**config.mk**
```make
export PLATFORM = sky130hd
export DESIGN_NAME = axi_stream_upsizer
export DESIGN_NICKNAME = d
export VERILOG_FILES = /design/src/rtl/axi_stream_upsizer.sv
export SDC_FILE = /design/constraint.sdc
export NUM_CORES = 1
export LEC_CHECK = 0
export CORE_MARGIN = 1
export CORE_UTILIZATION = 50
export CTS_BUF_LIST = sky130_fd_sc_hd__clkbuf_2 sky130_fd_sc_hd__clkbuf_4 sky130_fd_sc_hd__clkbuf_8
export CTS_CLUSTER_DIAMETER = 40
export DETAILED_ROUTE_END_ITERATION = 8
export PLACE_DENSITY = 0.95
export SETUP_SLACK_MARGIN = 0.1
export SYNTH_ARGS = -nofsm -noshare
export SYNTH_HDL_FRONTEND = slang
export SYNTH_SLANG_ARGS = --single-unit
```
**constraint.sdc**
```tcl
create_clock -name clk -period 4.3 [get_ports clk]
set_input_delay 0.645 -clock clk [delete_from_list [all_inputs] [get_ports clk]]
set_output_delay 0.645 -clock clk [all_outputs]
set_load 0.01 [all_outputs]
```
**src/rtl/axi_stream_upsizer.sv**
```systemverilog
// AXI4-Stream width upconverter: packs ratio narrow slave beats, little-endian by lane,
// into one wide master beat. A partial word is flushed early on TLAST or when TID/TDEST
// changes mid-word. The assembly register drives the master port directly.
module axi_stream_upsizer #(
  parameter int unsigned in_byte_width = 1,
  parameter int unsigned ratio         = 4,
  parameter int unsigned id_width      = 0,
  parameter int unsigned dest_width    = 0,
  parameter int unsigned user_width    = 0
) (
  input  logic                                                clk,
  input  logic                                                reset,
  input  logic                                                s_tvalid,
  output logic                                                s_tready,
  input  logic [8*in_byte_width-1:0]                          s_tdata,
  input  logic [in_byte_width-1:0]                            s_tstrb,
  input  logic [in_byte_width-1:0]                            s_tkeep,
  input  logic                                                s_tlast,
  input  logic [(id_width > 0 ? id_width : 1)-1:0]            s_tid,
  input  logic [(dest_width > 0 ? dest_width : 1)-1:0]        s_tdest,
  input  logic [(user_width > 0 ? user_width : 1)-1:0]        s_tuser,
  output logic                                                m_tvalid,
  input  logic                                                m_tready,
  output logic [8*in_byte_width*ratio-1:0]                    m_tdata,
  output logic [in_byte_width*ratio-1:0]                      m_tstrb,
  output logic [in_byte_width*ratio-1:0]                      m_tkeep,
  output logic                                                m_tlast,
  output logic [(id_width > 0 ? id_width : 1)-1:0]            m_tid,
  output logic [(dest_width > 0 ? dest_width : 1)-1:0]        m_tdest,
  output logic [(user_width > 0 ? user_width * ratio : 1)-1:0] m_tuser
);

  localparam int unsigned DW  = 8 * in_byte_width;
  localparam int unsigned BW  = in_byte_width;
  localparam int unsigned IW  = (id_width > 0) ? id_width : 1;
  localparam int unsigned DSW = (dest_width > 0) ? dest_width : 1;
  localparam int unsigned UW  = (user_width > 0) ? user_width : 1;
  localparam int unsigned LW  = $clog2(ratio);

  logic [LW-1:0]       lane_q, lane_d;
  logic                valid_q, valid_d;
  logic                last_q, last_d;
  logic [DW*ratio-1:0] data_q, data_d;
  logic [BW*ratio-1:0] strb_q, strb_d;
  logic [BW*ratio-1:0] keep_q, keep_d;
  logic [UW*ratio-1:0] user_q, user_d;
  logic [IW-1:0]       id_q, id_d;
  logic [DSW-1:0]      dest_q, dest_d;
  logic                rdy_q;

  logic out_free, id_diff, dest_diff, mismatch, accept, word_done;

  // Handshake qualifiers; ready is held low for one edge after reset release.
  always_comb begin
    out_free  = !valid_q || m_tready;
    id_diff   = (id_width > 0) && (s_tid != id_q);
    dest_diff = (dest_width > 0) && (s_tdest != dest_q);
    mismatch  = (lane_q != '0) && s_tvalid && (id_diff || dest_diff);
    s_tready  = rdy_q && !reset && out_free && !mismatch;
    accept    = s_tvalid && s_tready;
    word_done = (lane_q == LW'(ratio - 1)) || s_tlast;
  end

  // Next-state for lane counter, assembly register and master valid.
  always_comb begin
    lane_d  = lane_q;
    valid_d = valid_q;
    last_d  = last_q;
    data_d  = data_q;
    strb_d  = strb_q;
    keep_d  = keep_q;
    user_d  = user_q;
    id_d    = id_q;
    dest_d  = dest_q;
    if (valid_q && m_tready) valid_d = 1'b0;
    if (accept) begin
      // Lane 0 starts a fresh word so flushed partial words never carry stale lanes.
      if (lane_q == '0) begin
        data_d = '0;
        strb_d = '0;
        keep_d = '0;
        user_d = '0;
        id_d   = (id_width > 0) ? s_tid : '0;
        dest_d = (dest_width > 0) ? s_tdest : '0;
      end
      for (int k = 0; k < ratio; k++) begin
        if (lane_q == LW'(k)) begin
          data_d[k*DW +: DW] = s_tdata;
          strb_d[k*BW +: BW] = s_tstrb;
          keep_d[k*BW +: BW] = s_tkeep;
          user_d[k*UW +: UW] = (user_width > 0) ? s_tuser : '0;
        end
      end
      if (word_done) begin
        valid_d = 1'b1;
        last_d  = s_tlast;
        lane_d  = '0;
      end else begin
        lane_d = lane_q + LW'(1);
      end
    end else if (mismatch && out_free) begin
      // Close the partial word; the held beat becomes lane 0 of the next one.
      valid_d = 1'b1;
      last_d  = 1'b0;
      lane_d  = '0;
    end
  end

  // State registers with asynchronous reset discarding any partial word.
  always_ff @(posedge clk or posedge reset) begin
    if (reset) begin
      lane_q  <= '0;
      valid_q <= 1'b0;
      last_q  <= 1'b0;
      data_q  <= '0;
      strb_q  <= '0;
      keep_q  <= '0;
      user_q  <= '0;
      id_q    <= '0;
      dest_q  <= '0;
      rdy_q   <= 1'b0;
    end else begin
      lane_q  <= lane_d;
      valid_q <= valid_d;
      last_q  <= last_d;
      data_q  <= data_d;
      strb_q  <= strb_d;
      keep_q  <= keep_d;
      user_q  <= user_d;
      id_q    <= id_d;
      dest_q  <= dest_d;
      rdy_q   <= 1'b1;
    end
  end

  assign m_tvalid = valid_q;
  assign m_tdata  = data_q;
  assign m_tstrb  = strb_q;
  assign m_tkeep  = keep_q;
  assign m_tlast  = last_q;
  assign m_tid    = id_q;
  assign m_tdest  = dest_q;

  if (user_width > 0) begin : g_user
    assign m_tuser = user_q;
  end else begin : g_no_user
    assign m_tuser = 1'b0;
  end

endmodule

```
Word level (Yosys, flattened, before mapping)
Index checks and enable logic that the tools add are counted.
{ "word_totals": {"output_inout_bits": 46, "word_cells": 55, "regBits": 45, "input_bits": 18} }
{ "classes": {"eq_ne": 3, "mux": 18, "reduce_logical": 17, "n_addsub": 1} }
{ "op_table": {"columns": ["op", "count"], "rows": [
  ["$mux 32", 1],
  ["$mux 8", 4],
  ["$mux 1", 11],
  ["$reduce_and 2->1", 5],
  ["$reduce_bool 2->1", 3],
  ["$eq 2x2->1 const B", 2],
  ["$logic_and 1x1->1", 4],
  ["$mux 4", 1],
  ["$add 2x1->2 const B", 1],
  ["$eq 2x1->1 const B", 1],
  ["$logic_not 1->1", 2],
  ["$logic_not 2->1", 1],
  ["$logic_or 1x1->1", 2],
  ["$mux 2", 1]
]} }

Longest topological paths before layout
Gate-level depths: netlist (run 1).
{ "logic_depth": {"word_depth": 5, "depth_mapped": 5, "ltp_nobuf": 5} }

Worst setup path before layout (run 1)
Ideal clock, no wire load.
{ "synth_path": {"path_kind": "in2reg", "startpoint": "input reset", "endpoint": "register data_q[0] (netlist: m_tdata[0])", "required_time_ns": 4.175, "setup_time_ns": 0.125, "slack_ns": 2.538, "cell_stages": 4, "t_arrival_ns": 1.638, "path_cell_list": "nand2b_1 > buf_2 > nor3_4 > mux2_2"} }
{ "synth_between": {"elab_chain_len": 5} }
{ "synth_rtl": {"columns": ["element", "line_no", "rtl"], "rows": [
  ["from (decl)", "12", "input logic reset,"],
  ["$logic_not 1->1 (no source line)", null, null],
  ["$logic_and 1x1->1 (2 in a row)", "59", "s_tready = rdy_q && !reset && out_free && !mismatch;"],
  ["$logic_and 1x1->1", "60", "accept = s_tvalid && s_tready;"],
  ["$reduce_and 2->1 (no source line)", null, null],
  ["to (signal assigned)", "126", "data_q <= data_d;"],
  ["to (decl)", "43", "logic [DW*ratio-1:0] data_q, data_d;"]
]} }
Every way passes these cells.
A chain may end at the register's enable or synchronous reset.

Worst setup path in the final report (run 1)
{ "layout_path": {"startpoint": "input m_tready", "endpoint": "output s_tready"} }
{ "layout_between": {"elab_chain_len": 2} }
{ "layout_rtl": {"columns": ["element", "line_no", "rtl"], "rows": [
  ["from (decl)", "23", "input logic m_tready,"],
  ["$logic_or 1x1->1", "55", "out_free = !valid_q || m_tready;"],
  ["$logic_and 1x1->1", "59", null],
  ["to (decl)", "14", "output logic s_tready,"]
]} }
Every way passes these cells.

==> flow_metrics.tcl, run 1 <==
set metrics [dict create \
    rows 21 \
    crit_chain "clkdlybuf4s50_1, nor2b_1, nor2_1, clkdlybuf4s50_1" \
    initial_core_util_pct 54.3 \
    hold_slack_ps 500 \
    hpwl_um 3090 \
    die_area_um2 4010 \
    port_buffers 57 \
    r2r-start "lane_q[0]" \
    powerDensity_nw_per_um2 671 \
    ctsHtreeMaxLevel 2 \
    placed_cell_area_um2 2490 \
    final_cell_area_um2 2580 \
    cp-end-kind "output pin" \
    holdCritStartpoint "m_tdata[8]" \
    cts_buffer_depth 2 \
    crit_family "buffers and inverters" \
    postLayoutSetupSlackWorst_ps 1450 \
    drtAntennaViolNets 0 \
    drcViolationCount 0 \
    final_layout_size_suffix_gt1_share_pct 11.1 \
    path_max_fanout 5 \
    cts_resized 0 \
    ir_drop_uv 339 \
    syn-instance-count 146 \
    yosysWarnings 0 \
    grt_pass1_vias 1505 \
    cts_buffers 5 \
    clockRootBuffer "clkbuf_8" \
    clk_pin_slew_ps 80 \
    max_clock_freq_mhz 351 \
    grt_overflow 0 \
    hold_viol_final 0 \
    fin_nets 229 \
    grt_pass1_wl_um 7500 \
    synthMostInstantiatedCell "dfrtp_1" \
    coreArea_um2 3470 \
    antenna_found_initial 0 \
    crit_buf_inv 2 \
    clock_sinks 45 \
    gp_congestion 0.829 \
    reg2reg_slack_ps 2330 \
    holdBufCountCts 0 \
    vias 1436 \
    dominantRegCellSynth "dfrtp_1" \
    antenna_cells 0 \
    required_ps 3650 \
    setup.worst_path.class "input pin to output pin" \
    grt_max_degree 29 \
    cpMaxStageDelayCell "clkdlybuf4s50_1" \
    syn_area_um2 1880 \
    r2r_end "m_tstrb[2]" \
    setup_tns_ps 0 \
    worstHoldPathType "register to register" \
    period_minus_slack_ps 2850 \
    dpl_worst_slack_ps 1480 \
    timing.final.crit_share_pct 66.2 \
    dr.pass1.iters 4 \
    ios 64 \
    cp-start-kind "input pin" \
    cpMostUsedCell "clkdlybuf4s50_1" \
    yosysSeqAreaShare_pct 59.8 \
    cts_setup_buffers 0 \
    clk-insertion-delay-late_ps 300 \
    critPathArrivalTime_ps 2200 \
    ys_top_cells_by_count "dfrtp_1, a22o_1, nand2_1, inv_1, mux2i_1" \
    synth_top_area_cell "dfrtp_1" \
    fp.dieH_um 63.4 \
    fin_util_pct 74.3 \
    tritoncts "yes" \
    nFillCells 227 \
    synth_top_area_share_pct 59.8 \
    setup_viol 0 \
    skew_ps 3.13 \
    max_stage_delay_ps 510 \
    die_x_um 63.4 \
    dr.first_iter.drc_count 119 \
    hold_depth 1 \
    drv_slew 0 \
    rsz0062_at_grt "false" \
    viasPerCell 5.68 \
    final_cells 253 \
    leakagePower_nw 1.12 \
    routed_wl_um 4660 \
    worst_pin_slew_ps 1070 \
    synth_seq_cells 45 \
    status "finished clean" \
    async_flop_share_pct 100 \
    placed_cells 245 \
    wl_per_cell_um 18.4 \
    synth_area_leaders "dfrtp_1, a22o_1, mux2i_1" \
    slew_headroom_pct 28.8 \
    syn_to_final_growth_pct 36.9 \
    synth.distinct_cells 25 \
    avgSynthCellArea_um2 12.9 \
    hold_path_end "m_tdata[8]" \
    synth-edff-count 0 \
    power_mw 1.73 \
    r2r_cells 4 \
    drv_cap 0 \
    grtUsageTotal_pct 25.2 \
]
-- sequential cells by signal, indices dropped and copies added (netlist names) --
name      cells
m_tstrb       4
lane_q        2
rdy_q         1
m_tdata      32
m_tvalid      1
m_tlast       1
m_tkeep       4
-- final cells by class --
cell class	instances	area [um^2]	area share [%]
Timing Repair Buffer	59	586	22.7
Inverter	13	48.8	1.89
Multi-Input combinational cell	82	672	26.1
Tap cell	46	57.6	2.23
Clock buffer	6	76.3	2.96
Sequential cell	45	1130	43.7
Clock inverter	2	10.0	0.389
-- metal layers --
metal  GRT usage (%)  up-vias  wire (um)
met1            31.7      728       1850
met2            41.2       76       2470
met5               0        -          0
li1                -      623          -
met3            6.16        9        261
met4            10.5        0         86
-- cells in the final DEF, fill, tap and decap left out --
cell type and instances:
a22o_1 20, a32o_1 1, buf_4 2, clkbuf_4 1, clkbuf_8 5, clkdlybuf4s50_1 57, clkinv_1 1, clkinv_2 2
conb_1 4, dfrtp_1 45, ha_1 5, inv_1 12, mux2_1 2, mux2_2 9, mux2i_1 11, nand2_1 14
nand2b_1 2, nand3_1 1, nand4_1 1, nor2_1 2, nor2b_1 2, nor3_1 1, nor3_2 2, nor3_4 1
nor4b_2 1, o2111ai_1 2, o21ai_0 1
-- how the worst max path moves through the flow --
stage,startpoint,end,cells past startpoint
final,m_tready,s_tready,4
after CTS,m_tready,s_tready,4
after global routing,m_tready,s_tready,4
after detailed placement,m_tready,s_tready,4
after global placement,m_tready,s_tready,4
after floorplan,reset,m_tdata[0],4
-- cell families after synthesis --
logic type | count (synthesis) | synth area share, %
buffers and inverters | 21 | 5.19
AND/OR/NAND/NOR | 27 | 7.78
adder cells (fa/ha/maj) | 5 | 3.32
AO/OA/AOI/OAI | 24 | 11.0
other | 2 | 0.399
multiplexers | 22 | 12.4
flip-flops | 45 | 59.8
-- report_power, final --
part           switching [mW]  total [mW]  internal [mW]  leakage (nW)
Clock                   0.140       0.259          0.119        0.0484
Combinational           0.304       0.749          0.445         0.487
Sequential              0.116       0.719          0.603         0.585
Note: power is estimated with default switching activity, not from simulation.
==> run 2, diff against run 1 <==
--- a/config.mk
+++ b/config.mk
@@ -6,11 +6,11 @@
 export NUM_CORES = 1
 export LEC_CHECK = 0
 export CORE_MARGIN = 1
-export CORE_UTILIZATION = 50
+export CORE_UTILIZATION = 42
 export CTS_BUF_LIST = sky130_fd_sc_hd__clkbuf_2 sky130_fd_sc_hd__clkbuf_4 sky130_fd_sc_hd__clkbuf_8
 export CTS_CLUSTER_DIAMETER = 40
 export DETAILED_ROUTE_END_ITERATION = 8
-export PLACE_DENSITY = 0.95
+export PLACE_DENSITY = 0.89
 export SETUP_SLACK_MARGIN = 0.1
 export SYNTH_ARGS = -nofsm -noshare
 export SYNTH_HDL_FRONTEND = slang
==> constraint.sdc (replaced) <==
create_clock -name clk -period 2.6 [get_ports clk]
set_input_delay 0.39 -clock clk [delete_from_list [all_inputs] [get_ports clk]]
set_output_delay 0.39 -clock clk [all_outputs]
set_load 0.01 [all_outputs]
==> flow_metrics.tcl, run 2 (synthesis results as in run 1) <==
set metrics [dict create \
    max_clock_freq_mhz 428 \
    ir_drop_uv 581 \
    wl_per_cell_um 16.1 \
    rsz0062_at_grt "false" \
    clock_sinks 45 \
    final_layout_size_suffix_gt1_share_pct 13.7 \
    powerDensity_nw_per_um2 1080 \
    dr.first_iter.drc_count 66 \
    worstHoldPathType "input pin to asynchronous set/reset pin" \
    r2r_cells 4 \
    leakagePower_nw 1.15 \
    worst_pin_slew_ps 996 \
    port_buffers 57 \
    startpoint "m_tready" \
    slew_headroom_pct 33.5 \
    viasPerCell 5.15 \
    path_max_fanout 5 \
    hpwl_um 2850 \
    die_area_um2 4750 \
    fp.dieH_um 68.9 \
    drcViolationCount 0 \
    dpl_worst_slack_ps 277 \
    tritoncts "yes" \
    grt_pass1_vias 1362 \
    dr.pass1.iters 4 \
    postLayoutSetupSlackWorst_ps 264 \
    largest_register_ffs 32 \
    routed_wl_um 4220 \
    period_minus_slack_ps 2340 \
    cp-end-kind "output pin" \
    r2r-start "lane_q[0]" \
    vias 1350 \
    r2r_end "m_tdata[22]" \
    clk_pin_slew_ps 90 \
    coreArea_um2 4140 \
    antenna_cells 0 \
    cts_buffers 5 \
    reg2reg_slack_ps 720 \
    critPathArrivalTime_ps 1950 \
    ctsHtreeMaxLevel 2 \
    hold_viol_final 0 \
    setup_viol 0 \
    nFillCells 338 \
    rows 23 \
    setup.worst_path.class "input pin to output pin" \
    syn_to_final_growth_pct 40.1 \
    status "finished clean" \
    setup_tns_ps 0 \
    cts_buffer_depth 2 \
    holdBufCountCts 0 \
    cts_setup_buffers 0 \
    skew_ps 5.58 \
    grt_overflow 0 \
    grt_max_degree 46 \
    die_x_um 68.9 \
    drtAntennaViolNets 0 \
    clk-insertion-delay-late_ps 300 \
    grtUsageTotal_pct 20.6 \
    drv_cap 0 \
    ios 64 \
    initial_core_util_pct 45.4 \
    required_ps 2210 \
    layout_commonest_cell "clkdlybuf4s50_1" \
    fin_nets 234 \
    grt_pass1_wl_um 6800 \
    clockRootBuffer "clkbuf_8" \
    gp_congestion 0.755 \
    cp-start-kind "input pin" \
    cts_resized 0 \
    drv_slew 0 \
    antenna_found_initial 0 \
    final_cell_mix "clkdlybuf4s50_1, dfrtp_1, a22o_1, nand2_1, inv_1" \
    timing.final.crit_share_pct 89.8 \
    fin_util_pct 63.6 \
]
[run 2: cell types whose count changed in the layout (fill, tap and decap cells not counted), sizes merged]
| cell | change |
|---|---|
| buf | +5 |
| inv | +1 |
| clkbuf | -1 |
[run 2: critical path, stage by stage]
cell and delay [ps]:
clkdlybuf4s50_1 420, nor2b_1 490, nor2_1 150, clkdlybuf4s50_1 510
[run 2: worst max path at each step]
stage	cells after the start	to
2_1_floorplan	4	m_tdata[0]
3_3_place_gp	4	s_tready
3_5_place_dp	4	s_tready
4_1_cts	4	s_tready
5_1_grt	4	s_tready
6_report	4	s_tready
[run 2: stage by stage]
stage / instances / area (um^2) / total power, mW / hold slack (ps)
finish: 262 / 2640 / 2.84 / 479
global route: 262 / 2640 / 3.04 / 502
CTS: 262 / 2640 / 2.87 / 490
detailed placement: 254 / 2540 / 2.42 / 481
global placement: 254 / 2540 / 2.38 / 475
floorplan: 148 / 1890 / 1.69 / 525
[run 2: metal layers]
metal,up-vias,track usage [%],routed length [um]
li1,628,-,-
met1,669,27.4,2000
met2,46,33.1,1980
met3,7,3.95,178
met4,0,7.65,66
met5,-,0,0
[run 2: area by class of cell]
| type | instances | area (um^2) | share of cell area (%) |
|---|---|---|---|
| Tap cell | 50 | 62.6 | 2.37 |
| Sequential cell | 45 | 1130 | 42.7 |
| Timing Repair Buffer | 64 | 636 | 24.1 |
| Multi-Input combinational cell | 82 | 672 | 25.5 |
| Clock inverter | 3 | 22.5 | 0.854 |
| Clock buffer | 5 | 68.8 | 2.61 |
| Inverter | 13 | 48.8 | 1.85 |
[run 2: report_power, final]
| group | internal, mW | total, mW | leakage, nW | switching, mW |
|---|---|---|---|---|
| Clock | 0.191 | 0.436 | 0.0481 | 0.245 |
| Sequential | 0.997 | 1.18 | 0.585 | 0.180 |
| Combinational | 0.745 | 1.23 | 0.520 | 0.484 |
| Total | 1.93 | 2.84 | 1.15 | 0.910 |
==> run 3, diff against run 2 <==
--- a/config.mk
+++ b/config.mk
@@ -10,6 +10,7 @@
 export CTS_BUF_LIST = sky130_fd_sc_hd__clkbuf_2 sky130_fd_sc_hd__clkbuf_4 sky130_fd_sc_hd__clkbuf_8
 export CTS_CLUSTER_DIAMETER = 40
 export DETAILED_ROUTE_END_ITERATION = 8
+export HOLD_SLACK_MARGIN = 0.02
 export PLACE_DENSITY = 0.89
 export SETUP_SLACK_MARGIN = 0.1
 export SYNTH_ARGS = -nofsm -noshare
==> results of run 3 <==
The final DEF is identical to that of run 2; final timing and power are the same.
